===== src/rtl/memio_arbiter.sv =====
// Two-master round-robin arbiter for the memory/IO bus: decodes bootrom vs SPI targets,
// inserts per-target wait states and returns registered read data with a one-cycle ack.
module memio_arbiter #(
   parameter int unsigned AW        = 12,
   parameter int unsigned DW        = 16,
   parameter int unsigned BOOT_WAIT = 0,
   parameter int unsigned SPI_WAIT  = 2
) (
   input  logic          clk,
   input  logic          rst_n,
   input  logic          m0_req,
   input  logic [AW-1:0] m0_addr,
   input  logic [DW-1:0] m0_wdata,
   input  logic          m0_we,
   output logic [DW-1:0] m0_rdata,
   output logic          m0_ack,
   input  logic          m1_req,
   input  logic [AW-1:0] m1_addr,
   input  logic [DW-1:0] m1_wdata,
   input  logic          m1_we,
   output logic [DW-1:0] m1_rdata,
   output logic          m1_ack,
   output logic [AW-1:0] bus_addr,
   output logic [DW-1:0] bus_wdata,
   output logic          bus_we,
   output logic          boot_cs,
   output logic          spi_load,
   output logic          spi_unload,
   input  logic [DW-1:0] boot_rdata,
   input  logic [7:0]    spi_rdata,
   output logic [1:0]    owner
);

   localparam logic [3:0] BootW = 4'(BOOT_WAIT);
   localparam logic [3:0] SpiW  = 4'(SPI_WAIT);

   typedef enum logic [1:0] {StIdle, StAccess, StDone} state_e;

   state_e        state_q, state_d;
   logic [1:0]    owner_q, owner_d;
   logic          last_q, last_d;  // 1: master 1 was granted last
   logic [AW-1:0] addr_q, addr_d;
   logic [DW-1:0] wdata_q, wdata_d;
   logic          we_q, we_d;
   logic [3:0]    cnt_q, cnt_d;
   logic          boot_cs_q, boot_cs_d;
   logic          spi_load_q, spi_load_d;
   logic          spi_unload_q, spi_unload_d;
   logic          m0_ack_q, m0_ack_d;
   logic          m1_ack_q, m1_ack_d;
   logic [DW-1:0] m0_rdata_q, m0_rdata_d;
   logic [DW-1:0] m1_rdata_q, m1_rdata_d;

   logic          grant_m1;
   logic [AW-1:0] sel_addr;
   logic [DW-1:0] sel_wdata;
   logic          sel_we;
   logic          sel_boot;
   logic          acc_boot;
   logic [DW-1:0] rd_data;

   // Master 1 wins when alone, or on a tie when master 0 was granted last.
   assign grant_m1  = m1_req & (~m0_req | ~last_q);
   assign sel_addr  = grant_m1 ? m1_addr  : m0_addr;
   assign sel_wdata = grant_m1 ? m1_wdata : m0_wdata;
   assign sel_we    = grant_m1 ? m1_we    : m0_we;
   assign sel_boot  = (sel_addr[AW-1:4] == '0);
   assign acc_boot  = (addr_q[AW-1:4] == '0);
   assign rd_data   = acc_boot ? boot_rdata : {{(DW-8){1'b0}}, spi_rdata};

   always_comb begin
      state_d      = state_q;
      owner_d      = owner_q;
      last_d       = last_q;
      addr_d       = addr_q;
      wdata_d      = wdata_q;
      we_d         = we_q;
      cnt_d        = cnt_q;
      boot_cs_d    = boot_cs_q;
      spi_load_d   = 1'b0;
      spi_unload_d = 1'b0;
      m0_ack_d     = 1'b0;
      m1_ack_d     = 1'b0;
      m0_rdata_d   = m0_rdata_q;
      m1_rdata_d   = m1_rdata_q;
      unique case (state_q)
         StIdle: begin
            if (m0_req || m1_req) begin
               owner_d      = grant_m1 ? 2'b10 : 2'b01;
               last_d       = grant_m1;
               addr_d       = sel_addr;
               wdata_d      = sel_wdata;
               we_d         = sel_we;
               cnt_d        = sel_boot ? BootW : SpiW;
               boot_cs_d    = sel_boot;
               spi_load_d   = ~sel_boot & sel_we;
               spi_unload_d = ~sel_boot & ~sel_we;
               state_d      = StAccess;
            end
         end
         StAccess: begin
            if (cnt_q != 4'd0) begin
               cnt_d = cnt_q - 4'd1;
            end else begin
               boot_cs_d = 1'b0;
               if (!we_q) begin
                  if (owner_q[0]) m0_rdata_d = rd_data;
                  if (owner_q[1]) m1_rdata_d = rd_data;
               end
               m0_ack_d = owner_q[0];
               m1_ack_d = owner_q[1];
               state_d  = StDone;
            end
         end
         StDone: begin
            owner_d = 2'b00;
            state_d = StIdle;
         end
         default: begin
            owner_d   = 2'b00;
            boot_cs_d = 1'b0;
            state_d   = StIdle;
         end
      endcase
   end

   always_ff @(posedge clk or negedge rst_n) begin
      if (!rst_n) begin
         state_q      <= StIdle;
         owner_q      <= 2'b00;
         last_q       <= 1'b1;
         addr_q       <= '0;
         wdata_q      <= '0;
         we_q         <= 1'b0;
         cnt_q        <= 4'd0;
         boot_cs_q    <= 1'b0;
         spi_load_q   <= 1'b0;
         spi_unload_q <= 1'b0;
         m0_ack_q     <= 1'b0;
         m1_ack_q     <= 1'b0;
         m0_rdata_q   <= '0;
         m1_rdata_q   <= '0;
      end else begin
         state_q      <= state_d;
         owner_q      <= owner_d;
         last_q       <= last_d;
         addr_q       <= addr_d;
         wdata_q      <= wdata_d;
         we_q         <= we_d;
         cnt_q        <= cnt_d;
         boot_cs_q    <= boot_cs_d;
         spi_load_q   <= spi_load_d;
         spi_unload_q <= spi_unload_d;
         m0_ack_q     <= m0_ack_d;
         m1_ack_q     <= m1_ack_d;
         m0_rdata_q   <= m0_rdata_d;
         m1_rdata_q   <= m1_rdata_d;
      end
   end

   assign owner      = owner_q;
   assign bus_addr   = addr_q;
   assign bus_wdata  = wdata_q;
   assign bus_we     = we_q;
   assign boot_cs    = boot_cs_q;
   assign spi_load   = spi_load_q;
   assign spi_unload = spi_unload_q;
   assign m0_ack     = m0_ack_q;
   assign m1_ack     = m1_ack_q;
   assign m0_rdata   = m0_rdata_q;
   assign m1_rdata   = m1_rdata_q;

endmodule


===== config.mk =====
export PLATFORM = sky130hd
export DESIGN_NAME = memio_arbiter
export DESIGN_NICKNAME = d
export VERILOG_FILES = /design/src/rtl/memio_arbiter.sv
export SDC_FILE = /design/constraint.sdc
export NUM_CORES = 1
export LEC_CHECK = 0
export ABC_AREA = 0
export CORE_MARGIN = 10
export CORE_UTILIZATION = 42
export CTS_CLUSTER_DIAMETER = 30
export DETAILED_ROUTE_END_ITERATION = 6
export PLACE_DENSITY_LB_ADDON = 0.05
export SLEW_MARGIN = 20
export SYNTH_ARGS = -nofsm -noshare
export SYNTH_HDL_FRONTEND = slang
export SYNTH_SLANG_ARGS = --single-unit

===== constraint.sdc =====
create_clock -name clk -period 2.2 [get_ports clk]
set_clock_uncertainty 0.05 [all_clocks]
set_input_delay 0.33 -clock clk [delete_from_list [all_inputs] [get_ports clk]]
set_output_delay 0.33 -clock clk [all_outputs]
set_load 0.05 [all_outputs]

==> summary by stage <==
Yosys
By area the synthesized netlist is led by dfrtp_1, nand2_1, mux2_2. The synthesized design contains 0 enable-type register cells. The fraction of the mapped netlist area in compound gates is 11.67%. In this run the mean area of a mapped cell was 10.79 um2. In the synthesized netlist the async set-or-reset flop fraction comes to 100.0%. The main combinational cell family by area after synthesis is simple AND/OR/NAND/NOR gates. The number of synthesized register bits is 75. Of the synthesized area, sequential elements account for 55.80%. For this run, the number of Yosys warnings is 0. The most instantiated flip-flop cell in the synthesis netlist is dfrtp_1. The post-synthesis share of cell area spent on and, or, nand and nor gates is 14.39%. After Yosys synthesis, XOR and XNOR cells account for 0% of the synthesized area. The synthesized design devotes to its leading area cell type 55.02% of total area. Synthesis produced a netlist with a net count of 399. The synthesized netlist devotes 0.3717% of its cell area to adder and majority cells. The largest area contributor in the synthesized netlist is dfrtp_1. The multiplexer share of the synthesized area is 12.19%.

The synthesized instance count is 312. The netlist uses 40 different library cells. The synthesized cell area is 3366 um2.

Detailed routing
Signal routing reaches up to met4. After detailed routing, the average wire length per cell comes to 16.85 um. After detailed routing, the number of remaining DRC violations is 0. Across all layers, the routed design uses 2,907 vias.

The first detailed-routing pass ran for 4 iterations. For this block, the initial DRC count from the detailed router was 108. After detailed routing, the total wire length is 9756 um. After detailed routing, the met2 layer carries 4664 um of wire.

The amount of wire on met3 after detailed routing is 986 um. The detailed router put a total of 4021 um of wire on met1. After detailed routing, the number of vias per cell comes to 5.021.

The count of nets left with antenna violations after detail routing is 0.

Power
The design draws 8.594 mW. The static power due to leakage is 2.336 nW. The largest voltage drop on the vdd net is 0.0008064 V. The power per cell area is 1622 nW/um2.

Timing
In the final timing run, aggregate negative setup slack is 0 ps. Setup violations remaining at the end of the flow were counted as 0. For the pin with the worst max-slew slack, the measured transition is 608.0 ps. The max-slew violation count is 0. Derived from the worst setup path, the maximum achievable clock frequency is 476.7 MHz.

The number of failing hold endpoints at the final stage is 0. The tightest slew margin relative to the limit is 59.46%. Setup repair after global routing left no endpoint under its margin. Dividing the final minimum period by the clock period gives 95.36%.

The post-layout minimum cycle time is 2098 ps.

Setup path
Along the worst path, the maximum fanout reaches 9. Among all stages on the critical path, the largest delay is contributed by or4_4. The element type at the critical path end is a register. Counting cells, the worst reg-to-reg path comes to 4. The critical path class is register to register. Traced cell by cell, the critical path runs through or4_4, nor2_4, mux2_2, mux2_1.

For this run, the slowest stage of the critical path takes 540 ps. The startpoint of the most critical register-to-register path is bus_addr[9]. The largest delay contributor family on the critical path is simple AND/OR/NAND/NOR gates.

STA classifies the critical path startpoint as a register. The critical path contains buffers and inverters numbering 0 combined. The setup slack of the worst register-to-register path is 100 ps.

The critical path required time is 2370 ps. The reg-to-reg critical path endpoint is m1_rdata[4]. The data arrival time of the worst path is 2270 ps.

Run
The number of max-capacitance violations reported is 0.

Placed design
Summed over all nets, the half-perimeter wirelength after detailed placement is 7669 um. Input and output buffers added on the ports amount to 153. Routability-driven placement finished with a final weighted congestion of 0.8000.

Worst hold path
The classification of the worst-slack hold path is register to register. The startpoint identified for the worst hold timing path is bus_addr[2]. The worst hold path terminates at bus_addr[2]. The worst hold path depth is 2.

Layout
Cells with a size suffix above 1 make up 12.79% of the layout. The relative area change from synthesis to final layout is 57.47%. The number of filler instances in the final layout is 630. For this run, the post-layout net count is 559.

The flip-flop and latch area is 1886 um2. The multi-input combinational cells in the finished layout cover a total of 1306 um2. The antenna cell count is 0.

Die
The die covers 11,990 um2. The initial utilization of the core area, before any placement, comes to 43.33%. Measured along the x axis, the die boundary spans 109.5 um. In this run the core area contains 32 standard-cell rows.

The die is 109.5 um tall. The I/O pin total is 154. The floorplan step defined a core boundary enclosing 7767 um2.

Clock tree
The clock tree from TritonCTS is yes. The H-tree generated during clock tree synthesis spans 3 levels. CTS placed an instance of clkbuf_8 at the clock tree root. The clock drives 75 sinks. The number of buffers on the longest clock path is 2. The number of clock buffers added by TritonCTS is 9.

After clock tree synthesis, the clock-pin slew on the worst setup and hold paths is 80 ps. The clock network latency to the later pin of the worst-skew pair is 340 ps.

Global route
The first global-routing pass estimated 15,120 um of wire. The sum of overflow across all layers after global routing is 0. The via count of the first global-routing pass is 3,005. The initial antenna violation count was 0. Entering global routing, the biggest net connects 48 pins. For this run, the total global-route usage over all layers was measured as 15.99%.

Status
The flow ran to the end, and the final reports show no timing, DRC or antenna violations.
==> per-layer routing <==
metal / vias to the layer above / track usage, %
met5: - / 0
met4: 0 / 5.019
met3: 8 / 6.437
met2: 105 / 25.30
met1: 1389 / 19.61
li1: 1405 / -
==> cells by family (layout without fill, tap and decap cells) <==
kind of cell             Yosys count  after routing
AO/OA/AOI/OAI                     64             64
multiplexers                      38             38
buffers and inverters             40            205
AND/OR/NAND/NOR                   94             94
flip-flops                        75             75
adder cells (fa/ha/maj)            1              1
==> what timing repair did <==
item,CTS,global route
hold endpoints to repair,45,0
hold buffers,1,0
gates resized for setup,0,2
buffers inserted,0,0
endpoints found under the setup margin,0,23
==> synth_stat cells (all sizes together), types with 3 or more instances <==
master  count
nor2        5
nand3      16
o211ai      3
mux2       24
nand2      50
o21ai      33
nor3        6
buf        11
a22oi      17
mux2i      14
dfrtp      74
nor4        7
clkbuf      6
a21oi       4
inv        23
==> through the flow <==
| step | worst slack, ps | cell area (um2) | instances | hold slack [ps] | utilization, % |
|---|---|---|---|---|---|
| finish | 102.1 | 5300 | 579 | 421.1 | 68.23 |
| global route | 25.83 | 5300 | 579 | 448.9 | 68.23 |
| CTS | 41.99 | 5294 | 579 | 424.9 | 68.15 |
| detailed placement | 52.57 | 5044 | 562 | 337.5 | 64.93 |
| global placement | 118.8 | 5044 | 562 | 331.6 | 64.93 |
| floorplan | 1.745 | 3373 | 312 | -15.59 | - |
==> cell usage in the layout (no fill, tap or decap), types with 2 or more instances in the layout <==
master	synthesis	final
a21oi_1	4	4
inv_1	23	23
clkdlybuf4s50_1	0	152
nor4_4	2	2
buf_12	0	2
a21o_1	2	2
clkinv_2	0	2
mux2i_1	14	14
nor4_1	4	4
clkbuf_8	0	9
or3_1	2	2
mux2_1	8	8
nor2_1	4	4
mux2_2	16	16
nand3_1	16	16
dfrtp_1	74	68
buf_4	2	11
o211ai_1	3	3
nor3_1	5	5
a22oi_1	17	17
bufinv_16	0	3
or4_4	1	2
dfrtp_2	0	6
o21ai_0	20	20
o21ai_1	13	13
nand2_1	50	50
==> state kept, by name, summed over array words and instances (netlist names), 2 cells and up <==
| name | count |
|---|---|
| bus_addr | 12 |
| bus_wdata | 16 |
| cnt_q | 4 |
| m0_rdata | 16 |
| m1_rdata | 16 |
| owner | 2 |
| state_q | 2 |
==> layout make-up <==
| type | count | share of cell area, % |
|---|---|---|
| Tap cell | 102 | 2.408 |
| Multi-Input combinational cell | 197 | 24.65 |
| Clock buffer | 9 | 2.337 |
| Inverter | 23 | 1.629 |
| Sequential cell | 75 | 35.58 |
| Clock inverter | 7 | 2.195 |
| Timing Repair Buffer | 166 | 31.21 |
==> how the worst max path moves through the flow <==
stage / start / end / slack, ps / cells past startpoint
CTS: bus_addr[5] / m1_rdata[4] / 40 / 4
global placement: bus_addr[5] / m1_rdata[4] / 120 / 4
detailed placement: bus_addr[5] / m1_rdata[4] / 50 / 4
finish: bus_addr[9] / m1_rdata[4] / 100 / 4
floorplan: bus_addr[5] / m1_rdata[4] / 2 / 5
global route: cnt_q[0] / m1_rdata[9] / 30 / 8
==> worst min-delay path, cell delays in order, from the launching register on <==
cell and delay, ps:
dfrtp_1 350, nand2_1 50, nand2_1 50
==> power by group <==
group	internal [mW]	switching, mW
registers	2.03	0.403
clock network	0.751	0.517
logic	1.69	3.20
Note: power is estimated with default switching activity, not from simulation.
==> RTL edit: new RTL, same flow settings <==
Take the reset off `addr_q`, `wdata_q`, `m0_rdata_q` and `m1_rdata_q` and load them in a clocked block of their own.
--- a/src/rtl/memio_arbiter.sv
+++ b/src/rtl/memio_arbiter.sv
@@ -129,8 +129,6 @@
          state_q      <= StIdle;
          owner_q      <= 2'b00;
          last_q       <= 1'b1;
-         addr_q       <= '0;
-         wdata_q      <= '0;
          we_q         <= 1'b0;
          cnt_q        <= 4'd0;
          boot_cs_q    <= 1'b0;
@@ -138,14 +136,10 @@
          spi_unload_q <= 1'b0;
          m0_ack_q     <= 1'b0;
          m1_ack_q     <= 1'b0;
-         m0_rdata_q   <= '0;
-         m1_rdata_q   <= '0;
       end else begin
          state_q      <= state_d;
          owner_q      <= owner_d;
          last_q       <= last_d;
-         addr_q       <= addr_d;
-         wdata_q      <= wdata_d;
          we_q         <= we_d;
          cnt_q        <= cnt_d;
          boot_cs_q    <= boot_cs_d;
@@ -153,9 +147,14 @@
          spi_unload_q <= spi_unload_d;
          m0_ack_q     <= m0_ack_d;
          m1_ack_q     <= m1_ack_d;
-         m0_rdata_q   <= m0_rdata_d;
-         m1_rdata_q   <= m1_rdata_d;
       end
+   end
+
+   always_ff @(posedge clk) begin
+      addr_q     <= addr_d;
+      wdata_q    <= wdata_d;
+      m0_rdata_q <= m0_rdata_d;
+      m1_rdata_q <= m1_rdata_d;
    end
 
    assign owner      = owner_q;
Check against the original RTL: not equivalent (a bounded check fails within 4 cycles, from zero or initial values and one cycle with rst_n low).
==> RTL edit against the unedited design <==
  * Routed wire length shrank 20%
  * Cell area shrank 5.1%
  * Maximum frequency grew 6.8%
  * Critical path depth shrank 3
  * Sequential cell count is the same
  * Utilization grew 2.2 points
  * Worst setup slack gained 0.13 ns
  * First-iteration DRC count shrank 20%
  * Area after synthesis shrank 9.4%
  * Critical path type is now flop to primary output
Power is not compared: it rests on default switching activity, and its combinational part moved more than twofold at a synthesized area within 25%.
==> RTL edit: results (changes against the unedited design) <==
| Metric | Value |
|---|---|
| Status | `finished clean` |
| Vias in the first global route | `2386 (-21%)` |
| Post-layout nets | `438 (-22%)` |
| Ratio of cells with drive above 1 in the final layout | `0.219 (+0.0912)` |
| Max incr delay on CP | `0.84 ns (+0.30 ns)` |
| Final std cells w/o fill | `455 (-21%)` |
| GR Layer Usage met3 | `0.0731 (+0.00873)` |
| Drt first pass iters | `5 (+1)` |
| Worst-path fanout max | `4 (-5)` |
| Gpl congestion | `0.764 (-4.5%)` |
| Initial DRC Count | `86 (-20%)` |
| Total length of routed met2 wires | `3740 um (-20%)` |
| Post-DP Area | `4810 um^2 (-4.6%)` |
| Slew at the pin closest to its max-slew limit | `0.662 ns (+0.0538 ns)` |
| Commonest cells post-synth | `60 x edfxtp_1, 28 x mux2_2, 14 x dfrtp_1` |
| Met1 Use GR | `0.151 (-0.0450)` |
| Worst hold slack | `0.353 ns (-0.0684 ns)` |
| Via density | `4.70 (-6.4%)` |
| Worst hold path class | `primary input to asynchronous set/reset pin` |
| Met2 Use GR | `0.231 (-0.0219)` |
| Worst R2R Start | `cnt_q[0]$_DFFE_PN0P_` |
| F_max | `509 MHz (+6.8%)` |
| Worst R2R Path Depth | `6 (+2)` |
| Gr usage total | `0.141 (-0.0186)` |
| Top Family by Delay on Critical Path | `buffers and inverters` |
| Post-DP HPWL | `6250 um (-19%)` |
| First-pass GRT wire length | `12500 um (-18%)` |
| Wl on met1 | `3080 um (-23%)` |
| DR WL/cell | `17.2 um (+1.8%)` |
| Routed length on met3 | `847 um (-14%)` |
| Pre-CTS setup slack | `0.225 ns (+0.173 ns)` |
RTL edit: cell types whose count changed after synthesis, sizes merged, moves of 12 or more:
cell    unedited run  this run
nand2             50         6
mux2i             14         2
dfrtp             74        14
edfxtp             0        60
mux2              24        36
o21ai             33         8
nand3             16         4
inv               23         6
a22oi             17         0
RTL edit: cell families after synthesis:
logic type	count (synthesis)	synth area share
AND/OR/NAND/NOR	40	0.0829
AO/OA/AOI/OAI	15	0.0291
buffers and inverters	11	0.0172
multiplexers	38	0.149
XOR/XNOR	1	0.00287
adder cells (fa/ha/maj)	1	0.00410
flip-flops	75	0.714
RTL edit: cell type report:
cell class,instances,share of cell area
timing repair buffer,164,0.328
inverter,6,0.00448
multi-input combinational,95,0.166
clock inverter,7,0.0184
tap,99,0.0246
sequential,75,0.433
clock buffer,9,0.0246
RTL edit: where the power goes:
part	internal [uW]	switching (uW)	total [uW]
Clock	636	480	1120
Combinational	804	1330	2140
Sequential	1920	166	2090
Total	3360	1980	5340
